File: src/rtl/pipe_nodatahazards_mem_pkg.sv
// Shared widths and the EX/MEM bundle
// for the memory-access stage.
package pipe_nodatahazards_mem_pkg;

  localparam int DATA_W   = 32;
  localparam int REGNUM_W = 5;

  typedef struct packed {
    logic                wreg;
    logic                m2reg;
    logic                wmem;
    logic                st_hz;
    logic [REGNUM_W-1:0] wn;
    logic [DATA_W-1:0]   alu;
    logic [DATA_W-1:0]   qb;
  } ex_mem_t;

endpackage

File: src/rtl/pipe_EX_MEM_reg.sv
// EX/MEM pipeline register with
// synchronous active-low clear.
module pipe_EX_MEM_reg
  import pipe_nodatahazards_mem_pkg::*;
(
  input  logic    clk,
  input  logic    clrn,
  input  ex_mem_t d_i,
  output ex_mem_t q_o
);

  ex_mem_t q_q;

  always_ff @(posedge clk) begin
    if (!clrn) q_q <= '0;
    else       q_q <= d_i;
  end

  assign q_o = q_q;

endmodule

File: src/rtl/pipe_dmem.sv
// Word-addressed data RAM: synchronous
// write, asynchronous read.
module pipe_dmem
  import pipe_nodatahazards_mem_pkg::*;
#(
  parameter int DMEM_AW = 5
) (
  input  logic               clk,
  input  logic               we_i,
  input  logic [DMEM_AW-1:0] addr_i,
  input  logic [DATA_W-1:0]  wdata_i,
  output logic [DATA_W-1:0]  rdata_o
);

  logic [DATA_W-1:0] mem_q [2**DMEM_AW];

  always_ff @(posedge clk) begin
    if (we_i) mem_q[addr_i] <= wdata_i;
  end

  assign rdata_o = mem_q[addr_i];

endmodule

File: src/rtl/pipe_nodatahazards_mem.sv
// MEM stage: EX/MEM register, data RAM
// and the load-then-store operand mux.
module pipe_nodatahazards_mem
  import pipe_nodatahazards_mem_pkg::*;
#(
  parameter int DMEM_AW = 5
) (
  input  logic                clk,
  input  logic                clrn,
  input  logic                EXwreg,
  input  logic                EXm2reg,
  input  logic                EXwmem,
  input  logic                EXisStoreHazards,
  input  logic [REGNUM_W-1:0] EXwn,
  input  logic [DATA_W-1:0]   EXaluResult,
  input  logic [DATA_W-1:0]   EXqb,
  input  logic [DATA_W-1:0]   WBdata,
  output logic                MEMwreg,
  output logic                MEMm2reg,
  output logic [REGNUM_W-1:0] MEMwn,
  output logic [DATA_W-1:0]   MEMaluResult,
  output logic [DATA_W-1:0]   MEMmemData
);

  ex_mem_t ex_d;
  ex_mem_t mem_q;
  logic [DATA_W-1:0]  store_data;
  logic [DMEM_AW-1:0] widx;
  logic               we;

  assign ex_d = '{
    wreg:  EXwreg,
    m2reg: EXm2reg,
    wmem:  EXwmem,
    st_hz: EXisStoreHazards,
    wn:    EXwn,
    alu:   EXaluResult,
    qb:    EXqb
  };

  pipe_EX_MEM_reg u_reg (
    .clk  (clk),
    .clrn (clrn),
    .d_i  (ex_d),
    .q_o  (mem_q)
  );

  // The preceding load is in WB now, so its
  // result replaces the stale ID operand.
  assign store_data = mem_q.st_hz ? WBdata : mem_q.qb;
  assign widx       = mem_q.alu[DMEM_AW+1:2];
  assign we         = mem_q.wmem & clrn;

  pipe_dmem #(
    .DMEM_AW (DMEM_AW)
  ) u_dmem (
    .clk     (clk),
    .we_i    (we),
    .addr_i  (widx),
    .wdata_i (store_data),
    .rdata_o (MEMmemData)
  );

  assign MEMwreg      = mem_q.wreg;
  assign MEMm2reg     = mem_q.m2reg;
  assign MEMwn        = mem_q.wn;
  assign MEMaluResult = mem_q.alu;

endmodule

File: config.mk
export PLATFORM = sky130hd
export DESIGN_NAME = pipe_nodatahazards_mem
export DESIGN_NICKNAME = d
export VERILOG_FILES = /design/src/rtl/pipe_nodatahazards_mem_pkg.sv /design/src/rtl/pipe_EX_MEM_reg.sv /design/src/rtl/pipe_dmem.sv /design/src/rtl/pipe_nodatahazards_mem.sv
export SDC_FILE = /design/constraint.sdc
export NUM_CORES = 1
export LEC_CHECK = 0
export CAP_MARGIN = 10
export CELL_PAD_IN_SITES_DETAIL_PLACEMENT = 1
export CELL_PAD_IN_SITES_GLOBAL_PLACEMENT = 1
export CORE_MARGIN = 5
export CORE_UTILIZATION = 49
export CTS_BUF_LIST = sky130_fd_sc_hd__clkbuf_4
export CTS_CLUSTER_SIZE = 28
export DETAILED_ROUTE_END_ITERATION = 10
export GPL_TIMING_DRIVEN = 0
export MAX_ROUTING_LAYER = met4
export PLACE_DENSITY = 0.75
export REMOVE_ABC_BUFFERS = 1
export SYNTH_ARGS = -nofsm -noshare
export SYNTH_HDL_FRONTEND = slang
export SYNTH_HIERARCHICAL = 1
export SYNTH_SLANG_ARGS = --single-unit
File: constraint.sdc
create_clock -name clk -period 4.43 [get_ports clk]
set_input_delay 1.1075 -clock clk [delete_from_list [all_inputs] [get_ports clk]]
set_output_delay 1.1075 -clock clk [all_outputs]
set_load 0.02 [all_outputs]
==> results.json <==
{
  "clock_path_buffers": 4,
  "layout_setup_ws_ps": -319,
  "cts_tree": "yes",
  "die_area_mm2": 0.0910,
  "core-area_mm2": 0.0849,
  "reg2regPathDepth": 8,
  "row_count": 107,
  "hp-class": "primary input to flip-flop",
  "cts_root_buf": "clkbuf_4",
  "portBuffers": 177,
  "clkLatencyLatePin_ps": 1190,
  "final_cell_mix": "1024 x edfxtp_1, 443 x mux2i_1, 398 x clkbuf_4",
  "die_w_um": 302,
  "fmax_mhz": 211,
  "r2r_slack_ps": 620,
  "gp_congestion": 0.749,
  "fin_crit_sh": 1.07,
  "drcViolationCount": 0,
  "syn_area_mm2": 0.0417,
  "finalHoldViolations": 0,
  "wire_per_inst_um": 40.4,
  "worst_setup_path_end_kind": "output port",
  "skew_ps": 131,
  "cp_num_buf_inv": 5,
  "via_per_inst": 6.78,
  "p_per_area_mw_per_mm2": 417,
  "setup_viol": 31,
  "synth_cells": 2265,
  "overflow": 0,
  "wl_met2_um": 78000,
  "intPower_w": 0.0162,
  "dr_wl_met3_um": 21400,
  "drt_iter0_drc": 4173,
  "drv_slew": 0,
  "final_common_cell": "edfxtp_1",
  "grt.total_usage": 0.338,
  "ys_ff_latch": 1097,
  "required_ps": 3320,
  "crit_path_frequent_cell": "buf_16",
  "crit_slowest_cell": "nor4_2",
  "violations": "setup timing",
  "nNetsFinal": 2961,
  "combPwrFrac": 0.072,
  "hold_depth": 2,
  "ioPinCount": 178,
  "htree_levels": 5,
  "antenna_left": 0,
  "syn_area_per_cell_um2": 18.4,
  "hold_buffers": 0,
  "grt_max_degree": 59,
  "cp_data_arrival_time_ps": 3640,
  "outcome": "finished with violations",
  "first_global_vias": 28740,
  "hpwl_um": 73100,
  "syn_to_final_growth_pct": 26.8,
  "cts_buffers": 286,
  "power.switching_w": 0.00584,
  "synth_sequential_area_ratio": 0.773,
  "die_h_um": 302,
  "grt_first_pass_wirelength_um": 211000,
  "ys_warn_count": 6,
  "highest_layer": "met4",
  "wl_met1_um": 53800,
  "holdWs_ps": 499,
  "cap_violations": 0,
  "slew-limit-headroom": 0.244,
  "max_slew.worst_pin.slew_ps": 1130,
  "cp.depth": 9,
  "crit_type": "flip-flop to output port",
  "pwr-share-seq": 0.520,
  "wirelength_um": 168000,
  "rsz0062_at_grt": "yes",
  "path_clk_slew_ps": 70,
  "ys_types": 29,
  "num_vias": 28260,
  "cts.sink_count": 1097,
  "clock_power_share": 0.408,
  "cp-start-kind": "flip-flop",
  "p_leak_nw": 18.7,
  "crit_path_max_incr_delay_ps": 430,
  "final.min_clock_period_ps": 4750,
  "power_w": 0.0220,
  "critical-path-top-delay-family": "buffers and inverters",
  "setup-tns-final_ps": -3440,
  "netSwitchingFraction": 0.265,
  "path_max_fanout": 7,
  "irDropWorstVdd_uv": 243,
  "drt_pass1_iterations": 5,
  "path_cells": "buf_16, buf_16, buf_16, clkbuf_16, mux2i_1, o22ai_1, nor4_2, nand2_2, buf_6",
  "antenna_found_initial": 5,
  "initial_core_util": 0.491,
  "layout-drive-gt1-share": 0.333
}
==> synthesized netlist by cell type <==
cell type | number | area [µm²]
and2_1 | 1 | 6.26
and2_2 | 73 | 548
buf_1 | 1 | 3.75
buf_12 | 3 | 60.1
buf_2 | 81 | 405
buf_4 | 2 | 15.0
buf_6 | 20 | 225
clkbuf_1 | 23 | 86.3
clkbuf_2 | 7 | 35.0
dfxtp_1 | 73 | 1460
edfxtp_1 | 1024 | 30700
mux2_2 | 2 | 22.5
mux2_4 | 30 | 450
mux2i_1 | 512 | 5120
nand2_1 | 34 | 128
nand3_1 | 2 | 10.0
nand3b_1 | 4 | 30.0
nand4_1 | 1 | 6.26
nand4b_1 | 4 | 35.0
nand4bb_1 | 6 | 67.6
nor2_1 | 29 | 109
nor3_1 | 4 | 20.0
nor4_1 | 64 | 400
o22ai_1 | 256 | 1600
or3_1 | 1 | 6.26
or3b_2 | 3 | 26.3
or4_4 | 1 | 11.3
or4b_1 | 1 | 10.0
or4b_4 | 3 | 41.3
==> metal layers <==
layer	GRT usage	vias up
met5	-	-
met4	0.206	0
met1	0.386	13979
met2	0.536	2849
met3	0.0909	1023
li1	-	10409
==> worst reg2reg max path: cells and delay by family (launching register included) <==
family / cells / cell delay, ps
AND/OR/NAND/NOR: 2 / 1820
buffers and inverters: 6 / 1190
flip-flops: 1 / 390
==> sequential cells by signal (all words and copies together), names as in the netlist <==
register and flops:
u_dmem/mem_q 1024, u_reg/q_o 73
==> stage by stage <==
step | cells | cell area, µm² | setup WS [ps] | utilization
floorplan | 2128 | 40900 | -19020 | -
global placement | 3449 | 44100 | -28330 | 0.519
detailed placement | 3536 | 46100 | -806 | 0.544
CTS | 4119 | 51700 | -106 | 0.609
global route | 4169 | 52900 | -328 | 0.623
finish | 4170 | 52900 | -319 | 0.623
==> path summary, 6_finish.rpt <==
| check | start | to |
|---|---|---|
| worst min-delay path | clrn | u_reg/q_o[19] |
| worst max register to register | u_reg/q_o[35] | u_dmem/mem_q[25][10] |
| worst max-delay path | u_reg/q_o[35] | MEMmemData[13] |
| worst min register to register | u_reg/q_o[18] | u_dmem/mem_q[24][18] |
==> power by group through the flow <==
stage,Sequential [W],Combinational (W),Clock [W]
2_1_floorplan,0.0118,0.000943,0
3_3_place_gp,0.0118,0.00150,0
3_5_place_dp,0.0117,0.00112,0
4_1_cts,0.0115,0.00138,0.00827
5_1_grt,0.0115,0.00161,0.00963
6_report,0.0115,0.00159,0.00900
==> cell type report <==
class	count	area (µm²)
Antenna cell	5	12.5
Clock buffer	398	2990
Clock inverter	57	224
Fill cell	7355	32000
Multi-Input combinational cell	1037	10100
Sequential cell	1097	32200
Tap cell	1144	1430
Timing Repair Buffer	432	5910
==> timing repair <==
item                                   CTS  global route
endpoints found under the hold margin    0             0
pin swaps                               76            38
cloned                                  32            14
setup endpoints to repair               34            28
gates resized for setup                271           113
setup buffers                           96            33
==> logic make-up (layout without fill, tap and decap cells) <==
group	after synthesis	in the layout	share of synthesized area
buffers and inverters	137	887	0.0199
and+or+nand+nor	231	237	0.0349
AOI/OAI and AO/OA	256	256	0.0384
DFF	1097	1097	0.773
other	0	5	0
muxes	544	544	0.134
Note: power is estimated with default switching activity, not from simulation.
==> RTL change 1: new RTL, config.mk and constraints unchanged <==
`DMEM_AW` is set to 5 in 2 places; all go to 3.
--- a/src/rtl/pipe_dmem.sv
+++ b/src/rtl/pipe_dmem.sv
@@ -5,3 +5,3 @@
 #(
-  parameter int DMEM_AW = 5
+  parameter int DMEM_AW = 3
 ) (
--- a/src/rtl/pipe_nodatahazards_mem.sv
+++ b/src/rtl/pipe_nodatahazards_mem.sv
@@ -5,3 +5,3 @@
 #(
-  parameter int DMEM_AW = 5
+  parameter int DMEM_AW = 3
 ) (
Formal check against the unedited RTL: not equivalent (a bounded check fails within 4 cycles, from zero or initial values).
==> RTL change 1 against the unedited design <==
Sequential cell count decreased by 768; final cell count down 70%; power shrank 71%; combinational power is 69% lower; synthesized cell count down 73%; design area shrank 70%; wire length shrank 83%; synthesized area is 70% lower; setup slack better by 0.56 ns; clock power down 72%; die area down 68%.
==> RTL change 1: results <==
metrics = {
    "outcome": {
        "status": "completed",
    },
    "floorplanning": {
        "row_count": 58,
    },
    "placement": {
        "gp_congestion": 0.707,
        "dp_slack_ns": 0.693,
        "placed_cell_area_um2": 14800,
        "place_inst": 1104,
    },
    "clocking": {
        "insertion_delay_ns": 0.68,
        "htree_levels": 3,
        "cts_made_buffers": 81,
    },
    "layout": {
        "final-clk-cell-share_pct": 6.82,
        "seq_cells": 329,
    },
    "global_route": {
        "grt_max_degree": 56,
        "track_usage_pct": 20.6,
        "grtUsageMet2_pct": 33.4,
        "grt_pass1_vias": 7645,
    },
    "route": {
        "wl_met3_um": 2190,
    },
    "pwr": {
        "vdd_ir_drop_max_mv": 0.223,
        "total_power_mw": 6.45,
        "p_leak_nw": 5.91,
        "combPwrFrac_pct": 7.7,
        "cellInternalPower_mw": 5.06,
        "cellPowerDensity_nw_per_um2": 406,
    },
    "logic_synthesis": {
        "yosysUniqueCellTypes": 28,
        "synth_common_cells": "edfxtp_1, and2_2, dfxtp_1",
        "synthTopCellsByArea": "edfxtp_1, dfxtp_1, mux4_1",
        "synth_mux_area_share_pct": 18.0,
        "ys_seq_area_share_pct": 73.5,
        "synth-compound-area-share_pct": 1.37,
    },
    "worst_setup_path": {
        "crit_start": "u_reg/q_o[34]",
        "critPathMaxStageDelay_ns": 0.62,
    },
}
-- RTL change 1: cell count changes after synthesis, moves of 19 or more --
cell,delta
buf_2,-72
clkbuf_1,-19
edfxtp_1,-768
mux2_2,+30
mux2i_1,-497
mux4_1,+41
nand2_1,-30
nor2_1,-20
nor4_1,-64
o22ai_1,-250
-- RTL change 1: worst reg2reg max path, cell delays in order (launching register included) --
cell and delay [ns]:
dfxtp_4 0.72, buf_12 0.32, nand2_1 0.29, nor3_2 0.58, buf_6 0.24, buf_6 0.15
-- RTL change 1: repair_timing --
action                     in CTS  in global routing
pin swaps                       0                  0
gates cloned                    0                  0
resized for setup               1                  2
setup buffers                   1                  1
setup endpoints to repair       5                  7
-- RTL change 1: worst paths after layout --
kind                              end  slack [ns]  cells after the start
setup / recovery       MEMmemData[20]        0.24                      4
hold / removal    u_dmem/mem_q[3][18]        0.58                      1
setup reg to reg   u_dmem/mem_q[4][8]        1.84                      5
hold reg to reg   u_dmem/mem_q[3][18]        0.58                      1
==> RTL change 2: new RTL, same flow settings <==
Without the edit above. Register the input `WBdata` before use, without a reset. The logic sees it one clock later. The other inputs are not delayed to match.
--- a/src/rtl/pipe_nodatahazards_mem.sv
+++ b/src/rtl/pipe_nodatahazards_mem.sv
@@ -23,2 +23,8 @@
 );
+
+  logic [DATA_W-1:0] WBdata_q;
+
+  always_ff @(posedge clk) begin
+      WBdata_q <= WBdata;
+  end
 
@@ -49,3 +55,3 @@
   // result replaces the stale ID operand.
-  assign store_data = mem_q.st_hz ? WBdata : mem_q.qb;
+  assign store_data = mem_q.st_hz ? WBdata_q : mem_q.qb;
   assign widx       = mem_q.alu[DMEM_AW+1:2];
Check against the original RTL: not equivalent (a bounded check fails within 4 cycles, from zero or initial values).
==> RTL change 2 against the unedited design <==
The run still ends with negative setup slack left; synthesized area rose by 1.5%; non-clock buffer count shrank 10; critical endpoint is now MEMmemData[22]; power rose by 3.8%; sequential cell count rose by 32; clock skew down 0.011 ns; largest power group unchanged; setup slack better by 0.18 ns; hold slack worse by 0.14 ns; die area rose by 1.5%; wire length shrank 2.7%; design area grew 2.1%; maximum frequency rose by 4.0%.
==> RTL change 2: results <==
metrics = {
    "route": {
        "drtIter0Drc": 3975,
        "first_pass_iters": 6,
        "routedWlPerCell_um": 38.7,
        "vias_per_cell": 6.60,
    },
    "layout": {
        "drive_above_1_share_pct": 34.7,
        "largest_register": "u_dmem/mem_q",
        "largest_reg_flops": 1024,
        "finalNetCount": 2996,
    },
    "logic_synthesis": {
        "yosysWarnings": 6,
        "ys.flop_type": "edfxtp_1",
        "synth-edff-count": 1024,
        "synthTopCellsByArea": "edfxtp_1, mux2i_1, dfxtp_1",
        "ys_async_sr_fraction_pct": 0,
        "yosysUniqueCellTypes": 29,
        "synth_common_cells": "edfxtp_1, mux2i_1, o22ai_1",
        "ys_seq_area_share_pct": 77.6,
    },
    "timing": {
        "setup_viol": 9,
        "skew_ns": 0.120,
        "timing.hold.ws_ns": 0.357,
        "slew_headroom_pct": 27.8,
        "fin_ws_ns": -0.138,
    },
    "worst_setup_path": {
        "crit_path_max_fanout": 8,
        "cp_top_family": "buffers and inverters",
        "rr_worst_depth": 9,
        "rr_endpoint": "u_dmem/mem_q[26][25]",
        "r2r_start": "u_reg/q_o[35]",
        "worstPathArrival_ns": 3.46,
        "critPathMaxStageDelay_ns": 0.43,
        "cpMaxStageDelayCell": "nor4_2",
        "r2r_setup_slack_ns": 0.75,
    },
    "pwr": {
        "vdd_ir_drop_max_mv": 0.260,
        "p_leak_nw": 19.1,
    },
    "min_path": {
        "whs_endpoint": "WBdata_q[4]",
        "hp-class": "input pin to flop",
        "min_delay_path_depth": 1,
        "hp-start": "WBdata[4]",
    },
    "placement": {
        "port-buffer-count": 177,
        "gp_congestion": 0.742,
        "hpwl_um": 72400,
        "placed_cell_area_um2": 46700,
        "dp_slack_ns": -0.560,
    },
    "outcome": {
        "violations": "negative setup slack",
        "status": "finished with violations",
    },
    "clocking": {
        "clk_pin_slew_ns": 0.07,
        "cts_made_buffers": 300,
        "htree_levels": 5,
        "insertion_delay_ns": 1.20,
        "max-clock-path-buffers": 4,
        "cts_root_buf": "clkbuf_4",
    },
    "global_route": {
        "track_usage_pct": 32.7,
        "grt_first_pass_wirelength_um": 211000,
        "antenna_found_initial": 4,
        "grt_max_degree": 63,
        "grt_pass1_vias": 28957,
    },
}
## RTL change 2: changes by cell type in the layout (fill, tap and decap cells not counted), sizes merged
| cell | delta |
|---|---|
| buf | +2 |
| bufbuf | -5 |
| bufinv | +2 |
| clkbuf | +26 |
| clkdlybuf4s15 | -1 |
| clkinv | +10 |
| clkinvlp | +2 |
| dfxtp | +32 |
| inv | -2 |
| or4 | -1 |
## RTL change 2: report_power, final
| group | switching, mW | internal [mW] |
|---|---|---|
| Clock | 4.99 | 4.57 |
| Sequential | 0.0295 | 11.7 |
| Combinational | 0.903 | 0.660 |
| Total | 5.93 | 17.0 |
## RTL change 2: repair_timing
item / in CTS / in global routing
buffers inserted: 102 / 31
endpoints found under the setup margin: 33 / 27
pin swaps: 56 / 39
gates resized for setup: 271 / 183
hold endpoints to repair: 0 / 0
cloned: 28 / 8
## RTL change 2: worst max path at each step
stage	start	endpoint	slack, ns	cells after the start
4_1_cts	u_reg/q_o[35]	MEMmemData[19]	-0.07	8
3_3_place_gp	u_reg/q_o[35]	u_dmem/mem_q[27][25]	-28.90	2
6_report	u_reg/q_o[35]	MEMmemData[22]	-0.14	9
3_5_place_dp	u_reg/q_o[36]	MEMmemData[13]	-0.56	6
5_1_grt	u_reg/q_o[34]	MEMmemData[0]	-0.19	8
2_1_floorplan	u_reg/q_o[35]	u_dmem/mem_q[27][0]	-19.02	2
## RTL change 2: cell type report
type / instances / area, um^2
well taps: 1144 / 1430
flip-flops and latches: 1129 / 32900
clock buffers: 430 / 3230
multi-input cells: 1036 / 10400
clock inverters: 69 / 345
diodes: 5 / 12.5
fillers: 7451 / 31400
repair buffers: 422 / 5710
## RTL change 2: worst reg2reg max path, stage by stage (launching register included)
cell and delay (ns):
dfxtp_4 0.40, buf_16 0.16, buf_12 0.14, buf_12 0.13, buf_16 0.18, nand3b_1 0.65
nor3_2 1.08, buf_6 0.26, buf_6 0.16, buf_6 0.20
## RTL change 2: per-layer routing
| metal | track usage (%) | share of wire, % |
|---|---|---|
| met1 | 39.4 | 33 |
| met2 | 51.4 | 47 |
| met3 | 7.84 | 12 |
| met4 | 18.2 | 7.8 |
| met5 | - | 0 |
## RTL change 2: kinds of logic (layout without fill, tap and decap cells)
family / Yosys count / after routing / synth area share [%]
AOI/OAI and AO/OA: 256 / 256 / 3.78
buffers and inverters: 137 / 921 / 1.96
and+or+nand+nor: 231 / 236 / 3.44
DFF: 1129 / 1129 / 77.6
other: 0 / 5 / 0
muxes: 544 / 544 / 13.2
## RTL change 2: through the flow
stage / std cells / TNS, ns
after floorplan: 2160 / -
after global placement: 3481 / -
after detailed placement: 3564 / -13.41
after CTS: 4193 / -0.244
after global routing: 4235 / -2.28
final: 4235 / -0.280
